==> config.mk <==
export PLATFORM = sky130hd
export DESIGN_NAME = bottle_counter
export DESIGN_NICKNAME = d
export VERILOG_FILES = /design/src/rtl/bottle_counter.sv
export SDC_FILE = /design/constraint.sdc
export NUM_CORES = 1
export LEC_CHECK = 0
export BUFFER_PORTS_ARGS = -buffer_cell sky130_fd_sc_hd__buf_2
export CAP_MARGIN = 20
export CELL_PAD_IN_SITES_DETAIL_PLACEMENT = 0
export CELL_PAD_IN_SITES_GLOBAL_PLACEMENT = 1
export CORE_UTILIZATION = 45
export CTS_BUF_LIST = sky130_fd_sc_hd__clkbuf_2 sky130_fd_sc_hd__clkbuf_4 sky130_fd_sc_hd__clkbuf_8
export DETAILED_ROUTE_END_ITERATION = 16
export HOLD_SLACK_MARGIN = 0.15
export PLACE_DENSITY = 0.89
export SYNTH_ARGS = -nofsm -noshare
export SYNTH_HDL_FRONTEND = slang
export SYNTH_SLANG_ARGS = --single-unit
==> constraint.sdc <==
create_clock -name clk -period 2.68 [get_ports clk]
set_input_delay 0.268 -clock clk [delete_from_list [all_inputs] [get_ports clk]]
set_output_delay 0.268 -clock clk [all_outputs]
set_load 0.01 [all_outputs]
==> src/rtl/bottle_counter.sv <==
// Inlet bottle classifier with per-size session counts for the return-and-earn machine.
// Define BOTTLE_CREDIT_CAP_EN to also cap the weighted credit total at 4095.
module bottle_counter #(
  parameter int unsigned STABLE_CYCLES  = 16,
  parameter int unsigned TIMEOUT_CYCLES = 1024
) (
  input  logic        clk,
  input  logic        rst,
  input  logic        bottle_detect,
  input  logic [1:0]  size_code,
  input  logic        session_clear,
  output logic [11:0] bottle_250ml_counter,
  output logic [11:0] bottle_500ml_counter,
  output logic [11:0] bottle_1250ml_counter,
  output logic        bottle_accept,
  output logic        bottle_reject,
  output logic        busy
);

  localparam int unsigned SW = $clog2(STABLE_CYCLES + 1);
  localparam int unsigned TW = $clog2(TIMEOUT_CYCLES + 1);

  typedef enum logic [2:0] {StIdle, StSettle, StAccept, StReject, StRelease} state_e;

  state_e        state_q, state_d;
  logic [SW-1:0] stable_q, stable_d;
  logic [TW-1:0] timeout_q, timeout_d;
  logic [1:0]    last_q, last_d;
  logic [11:0]   c250_q, c250_d, c500_q, c500_d, c1250_q, c1250_d;
  logic          accept_q, accept_d, reject_q, reject_d;
  logic          sel_full, commit_ok;

  always_comb begin
    unique case (last_q)
      2'b01:   sel_full = (c250_q == 12'hfff);
      2'b10:   sel_full = (c500_q == 12'hfff);
      2'b11:   sel_full = (c1250_q == 12'hfff);
      default: sel_full = 1'b0;
    endcase
  end

`ifdef BOTTLE_CREDIT_CAP_EN
  logic [13:0] credit_q, credit_d, weight;

  always_comb begin
    unique case (last_q)
      2'b01:   weight = 14'd1;
      2'b10:   weight = 14'd2;
      2'b11:   weight = 14'd3;
      default: weight = 14'd0;
    endcase
  end

  assign commit_ok = !sel_full && ((credit_q + weight) <= 14'd4095);
`else
  assign commit_ok = !sel_full;
`endif

  // State and datapath registers
  always_ff @(posedge clk or posedge rst) begin
    if (rst) begin
      state_q   <= StIdle;
      stable_q  <= '0;
      timeout_q <= '0;
      last_q    <= 2'b00;
      c250_q    <= '0;
      c500_q    <= '0;
      c1250_q   <= '0;
      accept_q  <= 1'b0;
      reject_q  <= 1'b0;
`ifdef BOTTLE_CREDIT_CAP_EN
      credit_q  <= '0;
`endif
    end else begin
      state_q   <= state_d;
      stable_q  <= stable_d;
      timeout_q <= timeout_d;
      last_q    <= last_d;
      c250_q    <= c250_d;
      c500_q    <= c500_d;
      c1250_q   <= c1250_d;
      accept_q  <= accept_d;
      reject_q  <= reject_d;
`ifdef BOTTLE_CREDIT_CAP_EN
      credit_q  <= credit_d;
`endif
    end
  end

  // Next-state logic
  always_comb begin
    state_d   = state_q;
    stable_d  = stable_q;
    timeout_d = timeout_q;
    last_d    = last_q;
    unique case (state_q)
      StIdle: begin
        stable_d  = '0;
        timeout_d = '0;
        last_d    = size_code;
        if (bottle_detect) state_d = StSettle;
      end
      StSettle: begin
        timeout_d = timeout_q + TW'(1);
        if (!bottle_detect) begin
          state_d = StIdle;
        end else if (timeout_q == TW'(TIMEOUT_CYCLES - 1)) begin
          state_d = StReject;
        end else if ((size_code != last_q) || (size_code == 2'b00)) begin
          stable_d = '0;
          last_d   = size_code;
        end else if (stable_q == SW'(STABLE_CYCLES - 1)) begin
          state_d = commit_ok ? StAccept : StReject;
        end else begin
          stable_d = stable_q + SW'(1);
        end
      end
      StAccept, StReject: state_d = StRelease;
      StRelease: if (!bottle_detect) state_d = StIdle;
      default: state_d = StIdle;
    endcase
  end

  // Outputs and counters; a clear coinciding with ACCEPT still applies the bottle
  always_comb begin
    accept_d = (state_q == StAccept);
    reject_d = (state_q == StReject);
    c250_d   = session_clear ? 12'd0 : c250_q;
    c500_d   = session_clear ? 12'd0 : c500_q;
    c1250_d  = session_clear ? 12'd0 : c1250_q;
    if (state_q == StAccept) begin
      unique case (last_q)
        2'b01:   c250_d  = c250_d + 12'd1;
        2'b10:   c500_d  = c500_d + 12'd1;
        2'b11:   c1250_d = c1250_d + 12'd1;
        default: ;
      endcase
    end
  end

`ifdef BOTTLE_CREDIT_CAP_EN
  always_comb begin
    credit_d = session_clear ? 14'd0 : credit_q;
    if (state_q == StAccept) credit_d = credit_d + weight;
  end
`endif

  assign bottle_250ml_counter  = c250_q;
  assign bottle_500ml_counter  = c500_q;
  assign bottle_1250ml_counter = c1250_q;
  assign bottle_accept         = accept_q;
  assign bottle_reject         = reject_q;
  assign busy                  = (state_q != StIdle);

endmodule
# Word level (Yosys, flattened, before mapping)
# Index checks and enable logic that the tools add are counted.
# Widths: inputs -> output; s select.
[totals] word_cells=72 regBits=59 out_inout_bits=39 in_bits=6
[op_classes] reduce_logical=9 eq_ne=21 n_addsub=5 mux=28
[op_table] cell="$mux 12" count=9
[op_table] cell="$add 12x1->12 const B" count=3
[op_table] cell="$eq 12x12->1 const B" count=3
[op_table] cell="$pmux 11 s2" count=1
[op_table] cell="$mux 5" count=4
[op_table] cell="$mux 3" count=6
[op_table] cell="$pmux 3 s4" count=1
[op_table] cell="$reduce_and 4->1" count=3
[op_table] cell="$add 11x1->11 const B" count=1
[op_table] cell="$eq 11x10->1 const B" count=1
[op_table] cell="$ne 2x2->1 const B" count=5
[op_table] cell="$pmux 5 s2" count=1
[op_table] cell="$ne 4x4->1 const B" count=2
[op_table] cell="$eq 3x2->1 const B" count=2
[op_table] cell="$mux 2" count=3
[op_table] cell="$add 5x1->5 const B" count=1
[op_table] cell="$eq 5x4->1 const B" count=1
[op_table] cell="$eq 2x2->1 const B" count=2
[op_table] cell="$pmux 2 s2" count=1
[op_table] cell="$eq 3x1->1 const B" count=1
[op_table] cell="$eq 3x3->1 const B" count=1
[op_table] cell="$logic_not 3->1" count=1
[op_table] cell="$ne 3x3->1 const B" count=1
[op_table] cell="$pmux 1 s3" count=1
[op_table] cell="8 further kinds" count=8

# Longest topological paths before layout
[depth] depth_word=8 depth_mapped=8 ltp_nobuf=7

# Worst setup path before layout
# Ideal clock, no wire load.
[synth_timing] path_kind="register to register" startpoint="reg state_q[2]" endpoint="reg c500_q[6], in the netlist bottle_500ml_counter[6]" period_less_slack_ns=2.088 n_path_buf=2 t_arrival_ns=2.010 slack_ns=0.592 path_stages_with_launch=7 cell_sequence="dfrtp_1 or3b_1 buf_2 or4_4 buf_6 or3_1 a21oi_1"
[synth_via] elab_chain_cells=2
[synth_lines] item="start: declaration" line_no="25" text="state_e state_q, state_d;"
[synth_lines] item="start signal: assignment" line_no="62" text="state_q <= StIdle;"
[synth_lines] item="start signal: assignment" line_no="75" text="state_q <= state_d;"
[synth_lines] item="$eq 3x2->1" line_no="131" text="if (state_q == StAccept) begin"
[synth_lines] item="$mux 12" line_no="131"
[synth_lines] item="named net c500_d[6]" line_no="29" text="logic [11:0] c250_q, c250_d, c500_q, c500_d, c1250_q, c1250_d;"
[synth_lines] item="end signal: assignment" line_no="67" text="c500_q <= '0;"
[synth_lines] item="end signal: assignment" line_no="80" text="c500_q <= c500_d;"
[synth_lines] item="end: declaration" line_no="29"
# The timed path passes the listed nets, and every way through them passes these cells.
# A chain may end at the register's enable or synchronous reset.

# Worst setup path after layout
[layout_timing] startpoint="reg state_q[0]" endpoint="reg c500_q[6], in the netlist bottle_500ml_counter[6]"
# Same word-level chain as after synthesis.

==> flow_metrics.py <==
metrics = {
    "routing": {
        "drcViolationCount": 0,
        "route.vias.total": 2564,
        "antenna_left": 0,
        "drt-wirelength-per-cell_um": 14.19,
        "drt-initial-drc-count": 162,
        "drt_wl_total_mm": 6.813,
        "drt-vias-per-instance": 5.342,
        "dr.pass1.iters": 5,
    },
    "setup_path": {
        "critical_path_required_ns": 2.94,
        "path_max_fanout": 14,
        "critPathSlowestCell": "or4_4",
        "critical_path_buf_inv_count": 0,
        "cp-end-kind": "flip-flop",
        "reg2reg_to": "bottle_500ml_counter[6]",
        "critical_path_class": "flip-flop to flip-flop",
        "worstReg2RegStart": "state_q[0]",
        "cp.arrival_ns": 2.55,
        "ff2ff_setup_slack_ns": 0.39,
        "critPathTopFamily": "simple AND/OR/NAND/NOR gates",
        "critPathMaxStageDelay_ns": 0.62,
        "cp-start-kind": "flip-flop",
        "r2r_cells": 4,
        "crit_start": "state_q[0]",
        "crit_chain": "or3b_1, or4_4, or3_1, a21oi_1",
    },
    "power": {
        "power.share.clock_pct": 32.9,
        "sw_frac_of_total_pct": 32.46,
        "power.switching_uw": 745.7,
        "p_per_area_nw_per_um2": 623.2,
        "p_total_uw": 2297,
        "pwr-share-seq_pct": 46.9,
        "p_leak_uw": 0.001725,
        "p_comb_share_pct": 20.3,
        "ir_worst_vdd_v": 0.0003941,
        "power.internal_uw": 1551,
    },
    "die": {
        "rows": 30,
        "fp.coreArea_um2": 6794,
        "pin_count": 45,
        "start_util_pct": 46.67,
        "die_height_um": 85.94,
        "die_x_um": 85.94,
        "die_area_um2": 7386,
    },
    "sta": {
        "drv_slew": 0,
        "worst_pin_slew_ns": 0.6172,
        "grt_setup_unrepaired": "no",
        "relSlewSlack_pct": 58.79,
        "finalSetupViolations": 0,
        "fin_setup_tns_ns": 0,
        "finalClockSkew_ns": 0.006051,
        "max_freq_mhz": 436.8,
        "holdWs_ns": 0.2025,
        "finalCriticalPeriod_ns": 2.289,
        "min_period_over_period_pct": 85.43,
        "hold_viol": 0,
    },
    "hold_path": {
        "worstHoldEndpoint": "last_q[1]",
        "hold_path_class": "input port to flip-flop",
        "min_from": "size_code[1]",
        "whs_path_depth": 2,
    },
    "synth": {
        "seq_area_frac_synth_pct": 46.57,
        "synth_edf_count": 0,
        "netlist_instances": 332,
        "ys_warn_count": 0,
        "synth_fp_nets": 344,
        "netlist_area_um2": 3171,
        "postSynthAreaPerCell_um2": 9.550,
        "ys_async_sr_fraction_pct": 100.0,
        "synth_ff_type": "dfrtp_1",
        "synth_cell_types": 43,
        "ys_seq_elements": 59,
    },
    "place": {
        "placed_area_um2": 3492,
        "gp_congestion": 0.8163,
        "port_buffers": 44,
        "hpwlAfterDp_mm": 4.764,
    },
    "clocking": {
        "cts.sinks": 59,
        "htree_num_levels": 3,
        "cts_tree": "done",
        "clock_path_buffers": 2,
        "post_cts_buffers": 0,
        "cts_root_buf": "clkbuf_8",
        "postCtsResizedCells": 0,
        "cts-hold-fix-buffers": 1,
        "clkLatencyLatePin_ns": 0.34,
        "clkSlewWorstSetupHoldPaths_ns": 0.07,
        "cts_buffers": 9,
    },
    "global_route": {
        "grt_max_degree": 33,
        "grt_pass1_wl_mm": 11.50,
        "gr-total-overflow": 0,
        "grt_pass1_vias": 2416,
        "antenna_found_initial": 0,
        "grt.total_usage_pct": 20.06,
    },
    "flow_run": {
        "maxCapViolCount": 0,
    },
    "layout": {
        "drive_gt1_share_pct": 20.05,
        "n_antenna_cell": 0,
        "final_area_um2": 3686,
        "nFillCells": 618,
        "final_core_util_pct": 54.25,
        "syn_to_final_growth_pct": 16.26,
        "nets": 391,
    },
    "status": {
        "status": "completed",
    },
}
## placed cells by master (no fill, tap or decap), types with 2 or more instances in the layout
cell type	instances
xor2_1	10
and2_1	4
and4_1	3
nand2b_1	7
and3_1	6
mux2_2	9
nand4b_1	4
o31ai_1	2
nand4_1	8
ha_1	6
nor2_1	33
clkinv_2	2
o21ai_0	9
clkbuf_8	11
buf_2	44
inv_1	9
a21oi_1	3
dfrtp_1	59
nor3b_1	2
nand2_1	33
a21o_1	3
nor3_1	15
a211o_1	3
nor4_1	2
or3_1	6
nor2b_1	17
a22o_1	5
mux2i_1	3
buf_4	2
clkbuf_4	3
xnor2_1	20
nand3_1	25
## layout make-up
class | instances | area, um^2 | area share (%)
clock buffer | 14 | 173.9 | 4.718
timing repair buffer | 48 | 265.3 | 7.196
clock inverter | 2 | 10.01 | 0.2716
sequential | 59 | 1476 | 40.05
multi-input combinational | 251 | 1603 | 43.48
inverter | 10 | 37.54 | 1.018
tap | 96 | 120.1 | 3.259
## worst max path at each step
stage	depth (start not counted)	endpoint	slack, ns
2_1_floorplan	6	bottle_500ml_counter[6]	0.59
3_3_place_gp	4	bottle_500ml_counter[6]	0.44
3_5_place_dp	4	bottle_500ml_counter[6]	0.41
4_1_cts	4	bottle_1250ml_counter[8]	0.40
6_report	4	bottle_500ml_counter[6]	0.39
5_1_grt	5	bottle_500ml_counter[9]	0.30
## sequential cells by signal (all words and copies together) (netlist names)
| register | count |
|---|---|
| last_q | 2 |
| timeout_q | 11 |
| state_q | 3 |
| bottle_1250ml_counter | 12 |
| bottle_500ml_counter | 12 |
| bottle_250ml_counter | 12 |
| stable_q | 5 |
| bottle_accept | 1 |
| bottle_reject | 1 |
## Yosys cell counts (2+ instances only)
cell      number  area share, %
nand4_1        8            1.6
a22o_1         5            1.4
a211o_1        3           0.83
and3_1         6            1.2
ha_1           6            2.4
inv_1         10            1.2
nand4b_1       4            1.1
xor2_1        10            2.8
nor4_1         2           0.39
mux2_2         9            3.2
a21oi_1        3           0.47
nor2b_1       17            3.4
a21o_1         3           0.71
nand3_1       25            3.9
mux2i_1        3           0.95
clkbuf_1      10            1.2
and4_1         3           0.83
o31ai_1        2           0.47
xnor2_1       20            5.5
o21ai_0        9            1.4
and2_1         4           0.79
or3_1          6            1.2
nor2_1        33            3.9
nor3b_1        2           0.47
dfrtp_1       59             47
nand2_1       33            3.9
nand2b_1       7            1.4
nor3_1        15            2.4
## power by group through the flow
stage	clock [uW]	combinational (uW)	sequential, uW
global route	806	533	1100
CTS	778	470	1080
finish	755	465	1080
detailed placement	0	468	1090
floorplan	0	394	1030
global placement	0	456	1090
## logic make-up after synthesis
group / Yosys count / share of synthesized area [%]
flip-flops: 59 / 46.57
buffers and inverters: 22 / 2.881
adder cells (fa/ha/maj): 6 / 2.368
AO/OA/AOI/OAI: 29 / 6.432
XOR/XNOR: 30 / 8.287
AND/OR/NAND/NOR: 174 / 29.32
multiplexers: 12 / 4.144
## metal layers
layer	part of all wire, %	GRT usage, %
met3	3.4	4.620
met5	0	0
met2	46	30.38
met1	49	28.11
met4	1.2	7.273
## through the flow
stage               cells  worst slack, ns
finish                480           0.3906
detailed placement    463           0.4115
CTS                   480           0.3962
global placement      463           0.4379
global route          480           0.2955
floorplan             332           0.5918
No activity file was read; power rests on OpenSTA's default activity.
